File: src/rtl/cdb_arbiter_pkg.sv
`default_nettype none
// ============================================================================
// Module      : cdb_arbiter_pkg
// Description : Shared CPU definitions used by RS, ROB, LSB and the CDB
//               arbiter: datapath widths, the reserved "no tag" ROB value and
//               the grant encoding.
// Revision    : 1.0 - initial release
// ============================================================================
package cdb_arbiter_pkg;

  localparam int CPU_DATA_W   = 32;
  localparam int CPU_ROB_ID_W = 5;
  // ROB tag 0 never names a real entry; a result carrying it is discarded.
  localparam int ROB_TAG_NONE = 0;

  // Which source owned the most recent CDB grant.
  typedef enum logic {
    GRANT_ALU = 1'b0,
    GRANT_LSU = 1'b1
  } grant_e;

endpackage : cdb_arbiter_pkg
`default_nettype wire

File: src/rtl/cdb_fifo.sv
`default_nettype none
// ============================================================================
// Module      : cdb_fifo
// Description : Small per-source result queue feeding the CDB arbiter.
//               Push is ignored when full, pop is ignored when empty, and a
//               flush empties the queue. Head entry is shown combinationally.
// Revision    : 1.0 - initial release
// ============================================================================
module cdb_fifo #(
  parameter int DATA_W   = 32,
  parameter int ROB_ID_W = 5,
  parameter int DEPTH    = 2
) (
  input  logic                     clk_in,
  input  logic                     rst_in,
  input  logic                     clr_in,
  input  logic                     push_i,
  input  logic [DATA_W-1:0]        push_data_i,
  input  logic [ROB_ID_W-1:0]      push_tag_i,
  input  logic                     pop_i,
  output logic [$clog2(DEPTH):0]   count_o,
  output logic                     empty_o,
  output logic [DATA_W-1:0]        head_data_o,
  output logic [ROB_ID_W-1:0]      head_tag_o
);

  localparam int PTR_W = $clog2(DEPTH);
  localparam int CNT_W = PTR_W + 1;

  logic [DATA_W-1:0]   data_q [DEPTH];
  logic [ROB_ID_W-1:0] tag_q  [DEPTH];
  logic [PTR_W-1:0]    wr_ptr_q, wr_ptr_d;
  logic [PTR_W-1:0]    rd_ptr_q, rd_ptr_d;
  logic [CNT_W-1:0]    count_q, count_d;

  logic w_full;
  logic w_push;
  logic w_pop;

  assign w_full  = (count_q == CNT_W'(DEPTH));
  assign empty_o = (count_q == '0);
  assign w_push  = push_i & ~w_full & ~clr_in;
  assign w_pop   = pop_i & ~empty_o & ~clr_in;

  assign count_o     = count_q;
  assign head_data_o = data_q[rd_ptr_q];
  assign head_tag_o  = tag_q[rd_ptr_q];

  // Pointer/count next state; a flush overrides any push or pop.
  always_comb begin
    wr_ptr_d = wr_ptr_q;
    rd_ptr_d = rd_ptr_q;
    count_d  = count_q;
    if (clr_in) begin
      wr_ptr_d = '0;
      rd_ptr_d = '0;
      count_d  = '0;
    end else begin
      if (w_push) wr_ptr_d = wr_ptr_q + 1'b1;
      if (w_pop)  rd_ptr_d = rd_ptr_q + 1'b1;
      case ({w_push, w_pop})
        2'b10:   count_d = count_q + 1'b1;
        2'b01:   count_d = count_q - 1'b1;
        default: count_d = count_q;
      endcase
    end
  end

  // Pointer/count state register.
  always_ff @(posedge clk_in or posedge rst_in) begin
    if (rst_in) begin
      wr_ptr_q <= '0;
      rd_ptr_q <= '0;
      count_q  <= '0;
    end else begin
      wr_ptr_q <= wr_ptr_d;
      rd_ptr_q <= rd_ptr_d;
      count_q  <= count_d;
    end
  end

  // Entry storage; contents are only meaningful below count, so no reset.
  always_ff @(posedge clk_in) begin
    if (w_push) begin
      data_q[wr_ptr_q] <= push_data_i;
      tag_q[wr_ptr_q]  <= push_tag_i;
    end
  end

endmodule : cdb_fifo
`default_nettype wire

File: src/rtl/cdb_arbiter.sv
`default_nettype none
// ============================================================================
// Module      : cdb_arbiter
// Description : Common data bus arbiter. Queues ALU and LSU results, grants
//               one head per cycle (round-robin on contention) and broadcasts
//               it through registered cdb_* outputs.
// Revision    : 1.0 - initial release
// ============================================================================
module cdb_arbiter
  import cdb_arbiter_pkg::*;
#(
  parameter int DATA_W     = CPU_DATA_W,
  parameter int ROB_ID_W   = CPU_ROB_ID_W,
  parameter int FIFO_DEPTH = 2
) (
  input  logic                clk_in,
  input  logic                rst_in,
  input  logic                rdy_in,
  input  logic                clr_in,
  input  logic                valid_from_alu,
  input  logic [DATA_W-1:0]   result_from_alu,
  input  logic [ROB_ID_W-1:0] rob_id_from_alu,
  input  logic                valid_from_lsu,
  input  logic [DATA_W-1:0]   result_from_lsu,
  input  logic [ROB_ID_W-1:0] rob_id_from_lsu,
  output logic                ready_to_alu,
  output logic                ready_to_lsu,
  output logic                cdb_valid,
  output logic [DATA_W-1:0]   cdb_result,
  output logic [ROB_ID_W-1:0] cdb_rob_id
);

  localparam int CNT_W = $clog2(FIFO_DEPTH) + 1;

  logic [CNT_W-1:0]    w_alu_count, w_lsu_count;
  logic                w_alu_empty, w_lsu_empty;
  logic [DATA_W-1:0]   w_alu_head_data, w_lsu_head_data;
  logic [ROB_ID_W-1:0] w_alu_head_tag, w_lsu_head_tag;

  logic w_run;
  logic w_alu_push, w_lsu_push;
  logic w_grant_alu, w_grant_lsu;

  grant_e              last_grant_q, last_grant_d;
  logic                cdb_valid_q, cdb_valid_d;
  logic [DATA_W-1:0]   cdb_result_q, cdb_result_d;
  logic [ROB_ID_W-1:0] cdb_rob_id_q, cdb_rob_id_d;

  // Normal operation only when enabled and not flushing.
  assign w_run = rdy_in & ~clr_in;

  // Ready comes purely from registered occupancy, so a full queue never
  // accepts on the same edge it is being popped.
  assign ready_to_alu = (w_alu_count < CNT_W'(FIFO_DEPTH));
  assign ready_to_lsu = (w_lsu_count < CNT_W'(FIFO_DEPTH));

  // A result carrying the reserved tag is silently dropped.
  assign w_alu_push = w_run & valid_from_alu & ready_to_alu &
                      (rob_id_from_alu != ROB_ID_W'(ROB_TAG_NONE));
  assign w_lsu_push = w_run & valid_from_lsu & ready_to_lsu &
                      (rob_id_from_lsu != ROB_ID_W'(ROB_TAG_NONE));

  cdb_fifo #(
    .DATA_W   (DATA_W),
    .ROB_ID_W (ROB_ID_W),
    .DEPTH    (FIFO_DEPTH)
  ) u_alu_fifo (
    .clk_in      (clk_in),
    .rst_in      (rst_in),
    .clr_in      (clr_in),
    .push_i      (w_alu_push),
    .push_data_i (result_from_alu),
    .push_tag_i  (rob_id_from_alu),
    .pop_i       (w_grant_alu),
    .count_o     (w_alu_count),
    .empty_o     (w_alu_empty),
    .head_data_o (w_alu_head_data),
    .head_tag_o  (w_alu_head_tag)
  );

  cdb_fifo #(
    .DATA_W   (DATA_W),
    .ROB_ID_W (ROB_ID_W),
    .DEPTH    (FIFO_DEPTH)
  ) u_lsu_fifo (
    .clk_in      (clk_in),
    .rst_in      (rst_in),
    .clr_in      (clr_in),
    .push_i      (w_lsu_push),
    .push_data_i (result_from_lsu),
    .push_tag_i  (rob_id_from_lsu),
    .pop_i       (w_grant_lsu),
    .count_o     (w_lsu_count),
    .empty_o     (w_lsu_empty),
    .head_data_o (w_lsu_head_data),
    .head_tag_o  (w_lsu_head_tag)
  );

  // Grant selection: contention goes to the source not granted last time,
  // a lone non-empty source always wins.
  always_comb begin
    w_grant_alu = 1'b0;
    w_grant_lsu = 1'b0;
    if (w_run) begin
      if (!w_alu_empty && !w_lsu_empty) begin
        if (last_grant_q == GRANT_LSU) w_grant_alu = 1'b1;
        else                           w_grant_lsu = 1'b1;
      end else if (!w_alu_empty) begin
        w_grant_alu = 1'b1;
      end else if (!w_lsu_empty) begin
        w_grant_lsu = 1'b1;
      end
    end
  end

  // Broadcast/last-grant next state: flush kills the pulse, stall holds all.
  always_comb begin
    last_grant_d = last_grant_q;
    cdb_valid_d  = cdb_valid_q;
    cdb_result_d = cdb_result_q;
    cdb_rob_id_d = cdb_rob_id_q;
    if (clr_in) begin
      cdb_valid_d = 1'b0;
    end else if (rdy_in) begin
      cdb_valid_d = w_grant_alu | w_grant_lsu;
      if (w_grant_alu) begin
        last_grant_d = GRANT_ALU;
        cdb_result_d = w_alu_head_data;
        cdb_rob_id_d = w_alu_head_tag;
      end else if (w_grant_lsu) begin
        last_grant_d = GRANT_LSU;
        cdb_result_d = w_lsu_head_data;
        cdb_rob_id_d = w_lsu_head_tag;
      end
    end
  end

  // Arbiter and broadcast registers; reset leaves LSU as last so ALU wins first.
  always_ff @(posedge clk_in or posedge rst_in) begin
    if (rst_in) begin
      last_grant_q <= GRANT_LSU;
      cdb_valid_q  <= 1'b0;
      cdb_result_q <= '0;
      cdb_rob_id_q <= '0;
    end else begin
      last_grant_q <= last_grant_d;
      cdb_valid_q  <= cdb_valid_d;
      cdb_result_q <= cdb_result_d;
      cdb_rob_id_q <= cdb_rob_id_d;
    end
  end

  assign cdb_valid  = cdb_valid_q;
  assign cdb_result = cdb_result_q;
  assign cdb_rob_id = cdb_rob_id_q;

endmodule : cdb_arbiter
`default_nettype wire

File: config.mk
export PLATFORM = sky130hd
export DESIGN_NAME = cdb_arbiter
export DESIGN_NICKNAME = d
export VERILOG_FILES = /design/src/rtl/cdb_arbiter_pkg.sv /design/src/rtl/cdb_fifo.sv /design/src/rtl/cdb_arbiter.sv
export SDC_FILE = /design/constraint.sdc
export NUM_CORES = 1
export LEC_CHECK = 0
export BUFFER_PORTS_ARGS = -buffer_cell sky130_fd_sc_hd__buf_2
export CAP_MARGIN = 40
export CORE_MARGIN = 2
export CORE_UTILIZATION = 45
export DETAILED_ROUTE_END_ITERATION = 16
export PLACE_DENSITY = 0.75
export SLEW_MARGIN = 20
export SYNTH_ARGS = -nofsm -noshare
export SYNTH_HDL_FRONTEND = slang
export SYNTH_SLANG_ARGS = --single-unit
File: constraint.sdc
create_clock -name clk_in -period 4.75 [get_ports clk_in]
set_clock_uncertainty 0.1 [all_clocks]
set_input_delay 0.95 -clock clk_in [delete_from_list [all_inputs] [get_ports clk_in]]
set_output_delay 0.95 -clock clk_in [all_outputs]
set_load 0.02 [all_outputs]
==> metrics.md, run 1 <==
| Metric | Value |
|---|---|
| Htree depth | 4 |
| Gr ovfl total | 0 |
| Type of the worst setup path | input port to register |
| Dpl cells | 735 |
| Most frequent cells in the layout | 148 x edfxtp_1, 119 x buf_2, 75 x mux2i_1 |
| Worst Setup EP | u_lsu_fifo.data_q[0][29]$_DFFE_PP_ |
| Most common cell after layout, fill and taps aside | edfxtp_1 |
| Dpl cell area | 8204 um2 |
| Fill count | 1244 |
| Total negative slack | 0 ns |
| Reg2reg setup slack | 2.63 ns |
| R2r startpoint | u_lsu_fifo.count_o[1]$_DFFE_PP0P_ |
| Min cycle time layout | 2.935 ns |
| Worst reg2reg path depth | 4 |
| CTS clock-pin slew for the worst setup and hold paths | 0.06 ns |
| Arr. time, crit path | 2.95 ns |
| Core area | 15830 um2 |
| Async set or reset register ratio after synthesis | 24.10% |
| Hpwl dp | 10570 um |
| Fraction of the yosys area taken by sequential cells | 77.17% |
| DRT iter0 DRCs | 268 |
| Nets@finish | 618 |
| Critical R2R Capture | u_lsu_fifo.data_q[0][29]$_DFFE_PP_ |
| CP startpoint kind | input port |
| Post-Syn Nets | 493 |
| Final total power | 4.189 mW |
| Max Cap Violations | 0 |
| Worst hold path type | register to register |
| # Post-CTS Setup Buffers | 0 |
| DR DRC count | 0 |
| CTS Hold Bufs | 0 |
| Multi-input logic area | 1523 um2 |
| Layout cells sized above 1 | 31.94% |
| Clock buffer depth | 2 |
| RePlAce Congestion | 0.8406 |
| Ports | 120 |
| Final std cells w/o fill | 767 |
| Top_reg_cell synth | edfxtp_1 |
| Final setup vio count | 0 |
| Largest net degree at the start of global routing | 26 |
| Root buf cell | clkbuf_16 |
| Syn Area/Cell | 17.64 um2 |
| Post-layout instance area | 8750 um2 |
| Count of pins over their slew limit | 0 |
| RSZ-0062 raised after global routing | no |
| Number of antenna diodes | 0 |
| Worst slew margin | 46.69% |
| #FFs+latches synth | 195 |
| Yosys warnings | 0 |
| Actual slew at the worst max-slew pin | 0.7978 ns |
| Row count | 46 |
| Final Hold Viols | 0 |
| Wirelength per Cell | 19.83 um |
| Sequential cell area | 5624 um2 |
| Routed Wire Length | 15210 um |
| Final worst setup slack | 1.815 ns |
| Die outline area | 17220 um2 |
| TritonCTS clock tree | yes |
| Via count | 4096 |
| DIE HEIGHT | 131.2 um |
| Clk sinks | 195 |
| Dominant cell type by area after synthesis | edfxtp_1 |
| Fmax | 340.7 MHz |
| Antenna violations before repair | 0 |
| Power per cell area | 478.8 nW/um2 |
| Crit. End Element | register |
| DIE WIDTH | 131.2 um |
| Final ANT Viol Nets | 0 |
| Synth top area share | 61.01% |
| CP Launch Point | clr_in |
| Mapped Area | 7284 um2 |
| TritonCTS buffer count | 17 |
| First-pass GRT wire length | 23560 um |
| Synth cell types | 37 |
| Area grow syn2layout | 20.11% |
| Top cells by area in the synthesized netlist | edfxtp_1 61%, dfrtp_1 16%, mux2i_1 10%, a221oi_1 2.6%, nor2_1 1.6% |
| VDD IR max | 0.2818 mV |
| Period utilisation layout | 61.80% |
| IO buf count | 119 |
| Outcome | finished clean |
| Crit Path Max Fanout | 23 |
| WP data required | 4.76 ns |
| Clock latency on the worst-skew pair | 0.43 ns |
| P_leak | 3.145 nW |
| Post-synth EDFFs | 148 |
| Vias per cell | 5.340 |
| Final hold slack | 0.3894 ns |
| PostCTS Resize Cnt | 0 |
| Syn Inst Count | 413 |
| First-pass iteration count of the detailed router | 4 |
| Core Util, Final | 55.28% |
| DP Worst Slack | 1.364 ns |
| GRT Util Overall | 18.14% |
| Initial core utilization | 46.02% |
| Vias in the first global route | 4229 |
-- synth_stat cells, types with 2 or more instances --
cell type,count
edfxtp_1,148
mux2i_1,75
dfrtp_1,46
nor2_1,31
a221oi_1,22
nand2_1,14
buf_2,13
o221ai_1,12
inv_1,5
o21ai_0,5
buf_6,4
clkbuf_1,4
a221oi_2,3
nand3_1,3
xnor2_1,3
a21oi_1,2
and3_1,2
or4_1,2
-- final cells by class --
| type | count | share of cell area [%] |
|---|---|---|
| sequential | 195 | 64.28 |
| tap | 216 | 3.089 |
| clock buffer | 21 | 5.377 |
| timing repair buffer | 129 | 8.780 |
| inverter | 5 | 0.2145 |
| multi-input combinational | 190 | 17.40 |
| clock inverter | 11 | 0.8580 |
-- layer usage --
metal	global-route usage (%)	wire length, um
met1	23.79	6642
met2	30.06	7628
met3	4.360	700
met4	5.918	238
met5	0	0
-- critical path, stage by stage --
cell and delay [ns]:
buf_2 0.14, nor2b_1 0.50, o2111a_2 0.36, nor2b_4 0.59
buf_4 0.37
-- worst min-delay path by stage --
stage / start / endpoint / depth (start not counted)
global placement: cdb_result[18]$_DFFE_PP0P_ / cdb_result[18]$_DFFE_PP0P_ / 2
CTS: cdb_result[18]$_DFFE_PP0P_ / cdb_result[18]$_DFFE_PP0P_ / 2
detailed placement: cdb_result[26]$_DFFE_PP0P_ / cdb_result[26]$_DFFE_PP0P_ / 2
floorplan: last_grant_q$_DFFE_PP1P_ / last_grant_q$_DFFE_PP1P_ / 2
global route: cdb_result[4]$_DFFE_PP0P_ / cdb_result[4]$_DFFE_PP0P_ / 2
finish: cdb_result[26]$_DFFE_PP0P_ / cdb_result[26]$_DFFE_PP0P_ / 2
-- state kept, by name, indices dropped and copies added, names as in the netlist --
register and count:
cdb_valid 1, u_lsu_fifo.wr_ptr_q 1, cdb_rob_id 5, u_alu_fifo.wr_ptr_q 1
u_lsu_fifo.rd_ptr_q 1, u_alu_fifo.count_o 2, cdb_result 32, u_lsu_fifo.tag_q 10
u_lsu_fifo.data_q 64, u_alu_fifo.rd_ptr_q 1, last_grant_q 1, u_alu_fifo.tag_q 10
u_alu_fifo.data_q 64, u_lsu_fifo.count_o 2
-- report_power, final --
part / switching (mW) / internal (mW) / leakage, nW
logic: 0.451 / 0.278 / 0.976
clock network: 0.599 / 0.713 / 0.271
registers: 0.120 / 2.03 / 1.90
-- logic make-up (layout without fill, tap and decap cells) --
group                  Yosys count  in the layout  share of synthesized area, %
AND/OR/NAND/NOR                 60             60                         3.779
flip-flops                     195            195                         77.17
multiplexers                    76             76                         10.46
AO/OA/AOI/OAI                   51             51                         6.097
buffers and inverters           28            166                         2.130
XOR/XNOR                         3              3                        0.3608
Power figures use the tool's default switching activity.
==> inputs of run 2 (changes only) <==
==> constraint.sdc (replaced) <==
create_clock -name clk_in -period 2.8 [get_ports clk_in]
set_clock_uncertainty 0.1 [all_clocks]
set_input_delay 0.56 -clock clk_in [delete_from_list [all_inputs] [get_ports clk_in]]
set_output_delay 0.56 -clock clk_in [all_outputs]
set_load 0.02 [all_outputs]
==> metrics.md, run 2 (synthesis results as in run 1) <==
| Metric | Value |
|---|---|
| Outcome | finished clean |
| Worst hold path type | input port to async pin |
| Max Cap Violations | 0 (unchanged) |
| Gr ovfl total | 0 (unchanged) |
| Fmax | 452.5 MHz |
| Htree depth | 4 (unchanged) |
| IO buf count | 119 (unchanged) |
| DR DRC count | 0 (unchanged) |
| Crit. End Element | register |
| PostCTS Resize Cnt | 0 (unchanged) |
| TritonCTS buffer count | 17 (unchanged) |
| RSZ-0062 raised after global routing | no |
| Nets@finish | 624 (+0.97%) |
| Die outline area | 17220 um2 (unchanged) |
| Via count | 4129 (+0.81%) |
| Hpwl dp | 10530 um (-0.41%) |
| Clk sinks | 195 (unchanged) |
| P_leak | 3.184 nW (+1.2%) |
| Antenna violations before repair | 0 (unchanged) |
| Wirelength per Cell | 19.63 um (-1.0%) |
| RePlAce Congestion | 0.7619 (-9.4%) |
| Final ANT Viol Nets | 0 (unchanged) |
| DIE WIDTH | 131.2 um (unchanged) |
| Sequential cell area | 5624 um2 (unchanged) |
| Area grow syn2layout | 21.09% |
| DP Worst Slack | 0.1156 ns (-1.249 ns) |
| GRT Util Overall | 18.60% (+0.45 points) |
| Clock latency on the worst-skew pair | 0.44 ns (about the same) |
| Final worst setup slack | 0.5902 ns (-1.224 ns) |
| Vias per cell | 5.342 (about the same) |
| Core area | 15830 um2 (unchanged) |
| Row count | 46 (unchanged) |
| # Post-CTS Setup Buffers | 0 (unchanged) |
| Reg2reg setup slack | 0.74 ns (-1.89 ns) |
| Final total power | 7.185 mW (+72%) |
| Root buf cell | clkbuf_16 |
| Count of pins over their slew limit | 0 (unchanged) |
| Routed Wire Length | 15180 um (-0.22%) |
| TritonCTS clock tree | yes |
| Multi-input logic area | 1523 um2 (unchanged) |
| First-pass GRT wire length | 23760 um (+0.88%) |
| Layout cells sized above 1 | 32.14% (+0.19 points) |
| Arr. time, crit path | 2.30 ns (-0.65 ns) |
| Total negative slack | 0 ns (unchanged) |
| CTS Hold Bufs | 0 (unchanged) |
| Type of the worst setup path | input port to register |
| Worst slew margin | 47.51% (+0.82 points) |
| DIE HEIGHT | 131.2 um (unchanged) |
| Most common cell after layout, fill and taps aside | edfxtp_1 |
| R2r startpoint | u_lsu_fifo.count_o[1]$_DFFE_PP0P_ |
| Crit Path Max Fanout | 15 (-35%) |
| Worst reg2reg path depth | 4 (unchanged) |
| Most frequent cells in the layout | 148 x edfxtp_1, 119 x buf_2, 75 x mux2i_1 |
| DRT iter0 DRCs | 354 (+32%) |
| Actual slew at the worst max-slew pin | 0.7857 ns (-0.01212 ns) |
| Final Hold Viols | 0 (unchanged) |
| Initial core utilization | 46.02% (unchanged) |
| VDD IR max | 0.4641 mV (+65%) |
| Vias in the first global route | 4240 (+0.26%) |
| Period utilisation layout | 78.92% |
| Number of antenna diodes | 0 (unchanged) |
| Final setup vio count | 0 (unchanged) |
| Power per cell area | 814.5 nW/um2 (+70%) |
| CP startpoint kind | input port |
| Fill count | 1250 (+0.48%) |
| First-pass iteration count of the detailed router | 5 (+1) |
| CTS clock-pin slew for the worst setup and hold paths | 0.06 ns (about the same) |
| Ports | 120 (unchanged) |
| Min cycle time layout | 2.210 ns |
| WP data required | 2.89 ns (-1.87 ns) |
| Clock buffer depth | 2 (unchanged) |
| Largest net degree at the start of global routing | 27 (+3.8%) |
| Critical R2R Capture | u_lsu_fifo.data_q[0][10]$_DFFE_PP_ |
==> run 2: changes by cell type in the layout (fill, tap and decap cells not counted), sizes merged <==
cell	before	now
buf	129	135
inv	8	5
clkinv	7	2
clkbuf	21	29
==> run 2: report_power, final <==
group,internal [mW],switching (mW),total [mW]
registers,3.44,0.214,3.66
clock network,1.33,0.961,2.29
logic,0.478,0.760,1.24
total,5.25,1.94,7.18
==> run 2: cell type report <==
class,count,area share [%]
Tap cell,216,3.064
Clock buffer,29,6.255
Sequential cell,195,63.76
Multi-Input combinational cell,190,17.26
Clock inverter,3,0.1986
Inverter,5,0.2128
Timing Repair Buffer,135,9.248
==> run 2: how the worst max path moves through the flow <==
stage                             startpoint                            endpoint
after floorplan                       clr_in   u_alu_fifo.data_q[0][0]$_DFFE_PP_
after global placement                clr_in   u_lsu_fifo.data_q[0][4]$_DFFE_PP_
after detailed placement              rdy_in  u_lsu_fifo.data_q[0][26]$_DFFE_PP_
after CTS                             rdy_in  u_lsu_fifo.data_q[0][10]$_DFFE_PP_
after global routing                  clr_in  u_lsu_fifo.data_q[0][18]$_DFFE_PP_
final                     rob_id_from_alu[0]   u_alu_fifo.data_q[0][0]$_DFFE_PP_
==> run 2: worst max-delay path, stage by stage <==
cell       delay, ns
buf_2           0.11
or4_1           0.63
o2111ai_2       0.44
nor2_4          0.18
buf_8           0.21
buf_16          0.16
==> run 2: stage by stage <==
step | hold WS [ns] | util [%] | cell area (um2) | std cells
after floorplan | 0.4073 | - | 7289 | 413
after CTS | 0.07589 | 55.73 | 8821 | 773
final | 0.05759 | 55.73 | 8821 | 773
after detailed placement | 0.3753 | 52.13 | 8252 | 741
after global routing | 0.09939 | 55.73 | 8821 | 773
after global placement | 0.3782 | 51.25 | 8112 | 734
==> run 2: layer usage <==
metal | up-vias | GRT usage, % | share of wire, %
li1 | 1868 | - | -
met1 | 2080 | 24.55 | 43
met2 | 162 | 29.88 | 49
met3 | 19 | 5.517 | 6.9
met4 | 0 | 5.978 | 1.6
met5 | - | 0 | 0
